**src/rtl/tg_pkg.sv**
```systemverilog
// Shared types and geometry defaults for the text-grid write scheduler.
// The screen-clear sweep is only built when TG_CLEAR_EN is defined.
package tg_pkg;
  localparam int SCREEN_WIDTH  = 76;
  localparam int SCREEN_HEIGHT = 44;
  localparam int CELLS         = SCREEN_WIDTH * SCREEN_HEIGHT;
  localparam int AW            = $clog2(CELLS);

  localparam logic [7:0] ASCII_SPACE = 8'd32;

  typedef enum logic {
    IDLE  = 1'b0,
    CLEAR = 1'b1
  } tg_state_t;

  typedef struct packed {
    logic [AW-1:0] addr;
    logic [7:0]    data;
  } tg_req_t;
endpackage

```
**src/rtl/tg_rr_arbiter.sv**
```systemverilog
// Two-way round-robin grant: req[0]=term, req[1]=cpu; on a tie the requester
// not granted last wins. Priority state only moves when a grant is used.
module tg_rr_arbiter
  import tg_pkg::*;
(
  input  logic       pixel_clk_in,
  input  logic       rst_in,
  input  logic [1:0] req,
  input  logic       advance,
  output logic [1:0] gnt
);

  logic last_cpu;

  always_comb begin
    gnt = req;
    if (req == 2'b11) gnt = last_cpu ? 2'b01 : 2'b10;
  end

  // Reset to "cpu granted last" so term wins the first tie.
  always_ff @(posedge pixel_clk_in) begin
    if (rst_in) last_cpu <= 1'b1;
    else if (advance) last_cpu <= gnt[1];
  end

endmodule

```
**src/rtl/tg_write_scheduler.sv**
```systemverilog
// Merges terminal and cpu writes onto one text-grid RAM port, with an optional
// full-screen clear sweep built only when TG_CLEAR_EN is defined.
module tg_write_scheduler
  import tg_pkg::*;
#(
  parameter int  SCREEN_WIDTH  = tg_pkg::SCREEN_WIDTH,
  parameter int  SCREEN_HEIGHT = tg_pkg::SCREEN_HEIGHT,
  localparam int CELLS         = SCREEN_WIDTH * SCREEN_HEIGHT,
  localparam int AW            = $clog2(CELLS)
) (
  input  logic          pixel_clk_in,
  input  logic          rst_in,
  input  logic          term_valid,
  input  logic [AW-1:0] term_addr,
  input  logic [7:0]    term_data,
  output logic          term_ready,
  input  logic          cpu_valid,
  input  logic [AW-1:0] cpu_addr,
  input  logic [7:0]    cpu_data,
  output logic          cpu_ready,
  input  logic          clear_req,
  output logic          clear_busy,
  output logic          tg_we,
  output logic [AW-1:0] tg_addr,
  output logic [7:0]    tg_input,
  output logic          oob_pulse
);

  localparam logic [AW:0]   CELLS_EXT = (AW+1)'(CELLS);
  localparam logic [AW-1:0] LAST_ADDR = AW'(CELLS - 1);

  logic          in_clear;
  logic          start_clear;
  logic          sweep_we;
  logic [AW-1:0] sweep_addr;
  logic          blocked;
  logic [1:0]    req;
  logic [1:0]    gnt;
  logic          xfer;
  logic          in_range;
  logic [AW-1:0] x_addr;
  logic [7:0]    x_data;

`ifdef TG_CLEAR_EN
  tg_state_t     state;
  logic [AW-1:0] sweep_cnt;
  logic          sweep_last;

  // sweep_cnt always equals the address currently presented on tg_addr.
  assign in_clear    = (state == CLEAR);
  assign start_clear = clear_req & ~in_clear;
  assign sweep_last  = (sweep_cnt == LAST_ADDR);
  assign sweep_we    = start_clear | (in_clear & ~sweep_last);
  assign sweep_addr  = in_clear ? (sweep_cnt + AW'(1)) : '0;

  always_ff @(posedge pixel_clk_in) begin
    if (rst_in) begin
      state      <= IDLE;
      sweep_cnt  <= '0;
      clear_busy <= 1'b0;
    end else begin
      case (state)
        IDLE: begin
          if (clear_req) begin
            state      <= CLEAR;
            sweep_cnt  <= '0;
            clear_busy <= 1'b1;
          end
        end
        CLEAR: begin
          if (sweep_last) begin
            state      <= IDLE;
            clear_busy <= 1'b0;
          end else begin
            sweep_cnt <= sweep_cnt + AW'(1);
          end
        end
        default: state <= IDLE;
      endcase
    end
  end
`else
  logic unused_clear_req;

  assign unused_clear_req = clear_req;
  assign in_clear         = 1'b0;
  assign start_clear      = 1'b0;
  assign sweep_we         = 1'b0;
  assign sweep_addr       = '0;
  assign clear_busy       = 1'b0;
`endif

  // A pending clear request outranks both requesters in the same cycle.
  assign blocked = rst_in | in_clear | start_clear;
  assign req     = blocked ? 2'b00 : {cpu_valid, term_valid};

  tg_rr_arbiter u_arb (
    .pixel_clk_in (pixel_clk_in),
    .rst_in       (rst_in),
    .req          (req),
    .advance      (xfer),
    .gnt          (gnt)
  );

  assign term_ready = gnt[0];
  assign cpu_ready  = gnt[1];
  assign xfer       = |gnt;
  assign x_addr     = gnt[0] ? term_addr : cpu_addr;
  assign x_data     = gnt[0] ? term_data : cpu_data;
  assign in_range   = ({1'b0, x_addr} < CELLS_EXT);

  // Registered RAM write port; sweep writes and transfers never coincide.
  always_ff @(posedge pixel_clk_in) begin
    if (rst_in) begin
      tg_we     <= 1'b0;
      tg_addr   <= '0;
      tg_input  <= '0;
      oob_pulse <= 1'b0;
    end else begin
      tg_we     <= sweep_we | (xfer & in_range);
      oob_pulse <= xfer & ~in_range;
      if (sweep_we) begin
        tg_addr  <= sweep_addr;
        tg_input <= ASCII_SPACE;
      end else if (xfer && in_range) begin
        tg_addr  <= x_addr;
        tg_input <= x_data;
      end
    end
  end

endmodule
```
**config.mk**
```make
export PLATFORM = sky130hd
export DESIGN_NAME = tg_write_scheduler
export DESIGN_NICKNAME = d
export VERILOG_FILES = /design/src/rtl/tg_pkg.sv /design/src/rtl/tg_rr_arbiter.sv /design/src/rtl/tg_write_scheduler.sv
export SDC_FILE = /design/constraint.sdc
export NUM_CORES = 1
export LEC_CHECK = 0
export BUFFER_PORTS_ARGS = -buffer_cell sky130_fd_sc_hd__clkbuf_2
export CAP_MARGIN = 20
export CORE_ASPECT_RATIO = 1.2
export CORE_MARGIN = 10
export CORE_UTILIZATION = 43
export CTS_CLUSTER_SIZE = 14
export DETAILED_ROUTE_END_ITERATION = 8
export PLACE_DENSITY = 0.88
export SYNTH_ARGS = -nofsm -noshare
export SYNTH_HDL_FRONTEND = slang
export SYNTH_SLANG_ARGS = --single-unit
export TNS_END_PERCENT = 20
```
**constraint.sdc**
```tcl
create_clock -name pixel_clk_in -period 2.15 [get_ports pixel_clk_in]
set_input_delay 0 -clock pixel_clk_in [delete_from_list [all_inputs] [get_ports pixel_clk_in]]
set_output_delay 0 -clock pixel_clk_in [all_outputs]
set_load 0.02 [all_outputs]
```
---- Yosys cells after proc, flatten, opt, wreduce, memory -nomap -nowiden ----
Index checks and enable logic that the tools add are counted.
word-level totals
  register bits ........................... 23
  bits of input ports ..................... 45
  output and inout bits ................... 25
  word-level logic and storage cells ...... 17
cells by class
  magnitude comparators ................... 1
  eq/ne operators ......................... 1
  multiplexer cells ....................... 5
  bitwise gates (word level) .............. 3
  reduce and logical (&&, ||, !) cells .... 2
operator list
  cell                    count
  $lt A12 B12 Y1 const B  1
  $mux W12                1
  $mux W8                 1
  $mux W2                 3
  $and A1 B1 Y1           2
  $eq A2 B2 Y1 const B    1
  $reduce_or A2 Y1        1
  $logic_and A1 B1 Y1     1
  $not A1 Y1              1

---- Logic depth before layout (Yosys ltp) ----
  word-level depth ........................ 7
  gate-level depth with buffers ........... 7
  mapped depth without buffers ............ 6

---- By module ----
A second synthesis with hierarchy kept.
second synthesis, totals
  cells, all modules ...................... 172
  area total of the unflattened synthesis .. 1372.6 µm²
modules (own cells, without submodules)
  module              times used  cells each  area each (µm²)
  tg_write_scheduler  1           166         1318.8
  tg_rr_arbiter       1           6           53.8

---- Worst setup path before layout ----
Ideal clock, no wire load.
  path type ............................... register to register
  start point ............................. reg u_arb.last_cpu
  end point ............................... reg tg_addr[1]
  arrival ................................. 1.737 ns
  data required time ...................... 2.034 ns
  slack ................................... 0.297 ns
  stages on the path, launching flop included .. 7
  path buffers ............................ 1
  path through ............................ dfxtp_1 -> nand2b_1 -> nand3_1 -> mux2_4 -> or3_4 -> buf_4 -> a31o_2
between the ends
  word-level cells in the longest chain between the ends .. 5
  elaborated cells between the ends (all ways) .. 6
RTL lines
  what                    RTL line                   source
  from (decl)             tg_rr_arbiter.sv:13        logic last_cpu;
  from (signal assigned)  tg_rr_arbiter.sv:23        else if (advance) last_cpu <= gnt[1];
  $mux W2 * (2 in a row)  tg_rr_arbiter.sv:17        if (req == 2'b11) gnt = last_cpu ? 2'b01 : 2'b10;
  $mux W12                tg_write_scheduler.sv:108  assign x_addr = gnt[0] ? term_addr : cpu_addr;
  $lt A12 B12 Y1          tg_write_scheduler.sv:110  assign in_range = ({1'b0, x_addr} < CELLS_EXT);
  $logic_and A1 B1 Y1     tg_write_scheduler.sv:125  end else if (xfer && in_range) begin
  to (signal assigned)    tg_write_scheduler.sv:123  tg_addr <= sweep_addr;
  to (signal assigned)    tg_write_scheduler.sv:126  tg_addr <= x_addr;
  to (decl)               tg_write_scheduler.sv:24   output logic [AW-1:0] tg_addr,
Every way passes the cells marked *; elsewhere a longest branch is shown, timed or not.
A chain may end at the register's enable or synchronous reset.

---- Worst setup path after layout ----
  start point ............................. reg u_arb.last_cpu
  end point ............................... reg tg_input[6]
between the ends
  word-level cells in the longest chain between the ends .. 5
  elaborated cells between the ends (all ways) .. 7
RTL lines
  what                    RTL line                   source
  $mux W2 * (2 in a row)  tg_rr_arbiter.sv:17
  $mux W12                tg_write_scheduler.sv:108
  $lt A12 B12 Y1          tg_write_scheduler.sv:110
  $logic_and A1 B1 Y1     tg_write_scheduler.sv:125
  to (signal assigned)    tg_write_scheduler.sv:127  tg_input <= x_data;
  to (decl)               tg_write_scheduler.sv:25   output logic [7:0] tg_input,
Marks and branches as above.

==> results.ini <==
[worst_setup_path]
critPathArrivalTime_ns = 2.21
path_max_fanout = 20
cp_data_required_time_ns = 2.36
max_stage_delay_ns = 0.51
path_class = reg -> reg
cp_top_family = simple AND/OR/NAND/NOR gates
start_kind = flop
crit_path_end_kind = flop
cp_cell_sequence = nand2b_1 > nand3_1 > mux2_4 > or3_4 > a31o_2
critPathBufInv = 0
cp_slowest_cell = or3_4

[cts]
worstSkewPairLatency_ns = 0.30
htree_levels = 1
clkTransAtPathRegs_ns = 0.12
cts_setup_buffers = 0
numCtsBuffers = 3
clk_path_buf_depth = 2
clockRootBuffer = clkbuf_4
ctsResizeCount = 0
hold_buffers = 2
cts_tree = built
cts_sinks = 23

[job]
max_cap_viol_count = 0

[synthesis]
synth-seq-cells = 23
yosysSeqAreaShare = 0.377
ys_top_cells_by_area = dfxtp_1, mux2i_1, a31o_2
synth.distinct_cells = 26
avgSynthCellArea_um2 = 9.70
yosysWarnings = 0
yosysTopAreaCell = dfxtp_1
synthCells = 126
syn-num-nets = 171
yosysTopAreaCellShare = 0.377
syn_area_um2 = 1220

[timing]
fin_crit_ns = 2.01
slew_violations = 0
fin_setup_tns_ns = 0
layout_setup_ws_ns = 0.145
rsz0062_at_grt = false
finalSetupViolCount = 0
hold_viol_final = 0
skew_ns = 0.00568
max_freq_mhz = 499
fin_crit_sh = 0.933

[drt]
routed_wl_um = 3710
num_vias = 1257
drtAntennaViolNets = 0
wl_per_cell_um = 16.2
drt_iter0_markers = 75
drcViolationCount = 0
via_per_inst = 5.49
firstDrtPassIters = 4

[global_routing]
grt_remaining_overflow = 0
grt_max_degree = 21
grt_use_total = 0.143
grt_antenna_before_repair = 0
grt_pass1_vias = 1414
grt_pass1_wl_um = 6220

[cells_and_area]
drive_gt1_frac = 0.538
final_common_cell = clkbuf_2
final_nets = 241
final_cell_mix = clkbuf_2, dfxtp_1, mux2i_1
final_area_um2 = 1640
area_growth_pct = 34.4
num_antenna_cells = 0

[floorplan]
die_area_um2 = 5380
io-pin-count = 70
start_util = 0.443
die_y_um = 78.4
design.core.area_um2 = 2760
die_w_um = 68.7
fp-row-count = 21

[place]
port-buffer-count = 67
pre_cts_slack_ns = 0.158
dp_hpwl_um = 3030
placed_cell_area_um2 = 1600
gp_congestion = 0.755

[power_and_ir_drop]
peakVddDrop_mv = 0.481
total_power_mw = 1.01
power.leakage_nw = 0.868
p_per_area_nw_per_um2 = 614

[run_status]
status = complete, no violations

[worst_hold_path]
min_path_type = in -> reg

[power by group]
group / internal (mW) / leakage [nW] / switching, mW
combinational: 0.142 / 0.659 / 0.181
clock: 0.0693 / 0.0177 / 0.124
sequential: 0.470 / 0.191 / 0.0213
total: 0.681 / 0.868 / 0.327
[per-layer routing]
| layer | vias up | track usage | part of all wire |
|---|---|---|---|
| met5 | - | 0 | 0 |
| li1 | 621 | - | - |
| met1 | 585 | 0.156 | 0.37 |
| met4 | 0 | 0.0544 | 0.0097 |
| met2 | 47 | 0.231 | 0.50 |
| met3 | 4 | 0.0696 | 0.12 |
[stage by stage]
stage	cells	hold WS, ns	utilization
2_1_floorplan	126	0.0662	-
3_3_place_gp	223	0.224	0.578
3_5_place_dp	223	0.232	0.578
4_1_cts	229	0.00245	0.595
5_1_grt	229	0.0440	0.595
6_report	229	0.00902	0.595
[worst paths after layout]
| path | end | from | cells after the start | slack [ns] |
|---|---|---|---|---|
| max | tg_input[6] | u_arb.last_cpu | 5 | 0.14 |
| min | u_arb.last_cpu | term_valid | 4 | 0.009 |
| max reg2reg | tg_input[6] | u_arb.last_cpu | 5 | 0.14 |
| min reg2reg | tg_addr[11] | tg_addr[11] | 2 | 0.48 |
[final cells by class]
class | instances | area, um^2
tap | 34 | 42.5
timing repair buffer | 76 | 408
inverter | 5 | 18.8
clock buffer | 3 | 22.5
multi-input combinational | 87 | 686
clock inverter | 1 | 5.00
sequential | 23 | 460
fill | 270 | 1120
[registers in the layout, indices dropped and copies added, names as in the netlist]
signal and flops:
oob_pulse 1, tg_addr 12, u_arb.last_cpu 1, tg_input 8, tg_we 1
[tightest hold or removal path, cell delays in order]
cell      delay [ns]
clkbuf_2        0.11
nand2_1         0.05
o21ai_0         0.06
nand2_1         0.05
[cells in the mapped netlist]
| cell | count |
|---|---|
| dfxtp_1 | 23 |
| mux2i_1 | 21 |
| a31o_2 | 18 |
| nor4_1 | 17 |
| clkbuf_1 | 6 |
| nand3_1 | 6 |
| nor2_1 | 5 |
| inv_1 | 4 |
| nand2_1 | 4 |
| o21ai_0 | 3 |
| a221oi_2 | 2 |
| buf_4 | 2 |
| o41ai_2 | 2 |
| a21oi_1 | 1 |
| and3_1 | 1 |
| buf_1 | 1 |
| buf_2 | 1 |
| buf_6 | 1 |
| conb_1 | 1 |
| inv_2 | 1 |
| mux2_4 | 1 |
| nand2b_1 | 1 |
| o211ai_1 | 1 |
| or2_2 | 1 |
| or3_4 | 1 |
| or3b_2 | 1 |
[kinds of logic (layout without fill, tap and decap cells)]
logic type | Yosys count | after routing | synth area share
compound gates | 27 | 27 | 0.203
flops | 23 | 23 | 0.377
other cells | 1 | 1 | 0.00307
buf+inv | 16 | 85 | 0.0624
simple gates | 37 | 37 | 0.171
mux | 22 | 22 | 0.184
Note: power is estimated with default switching activity, not from simulation.
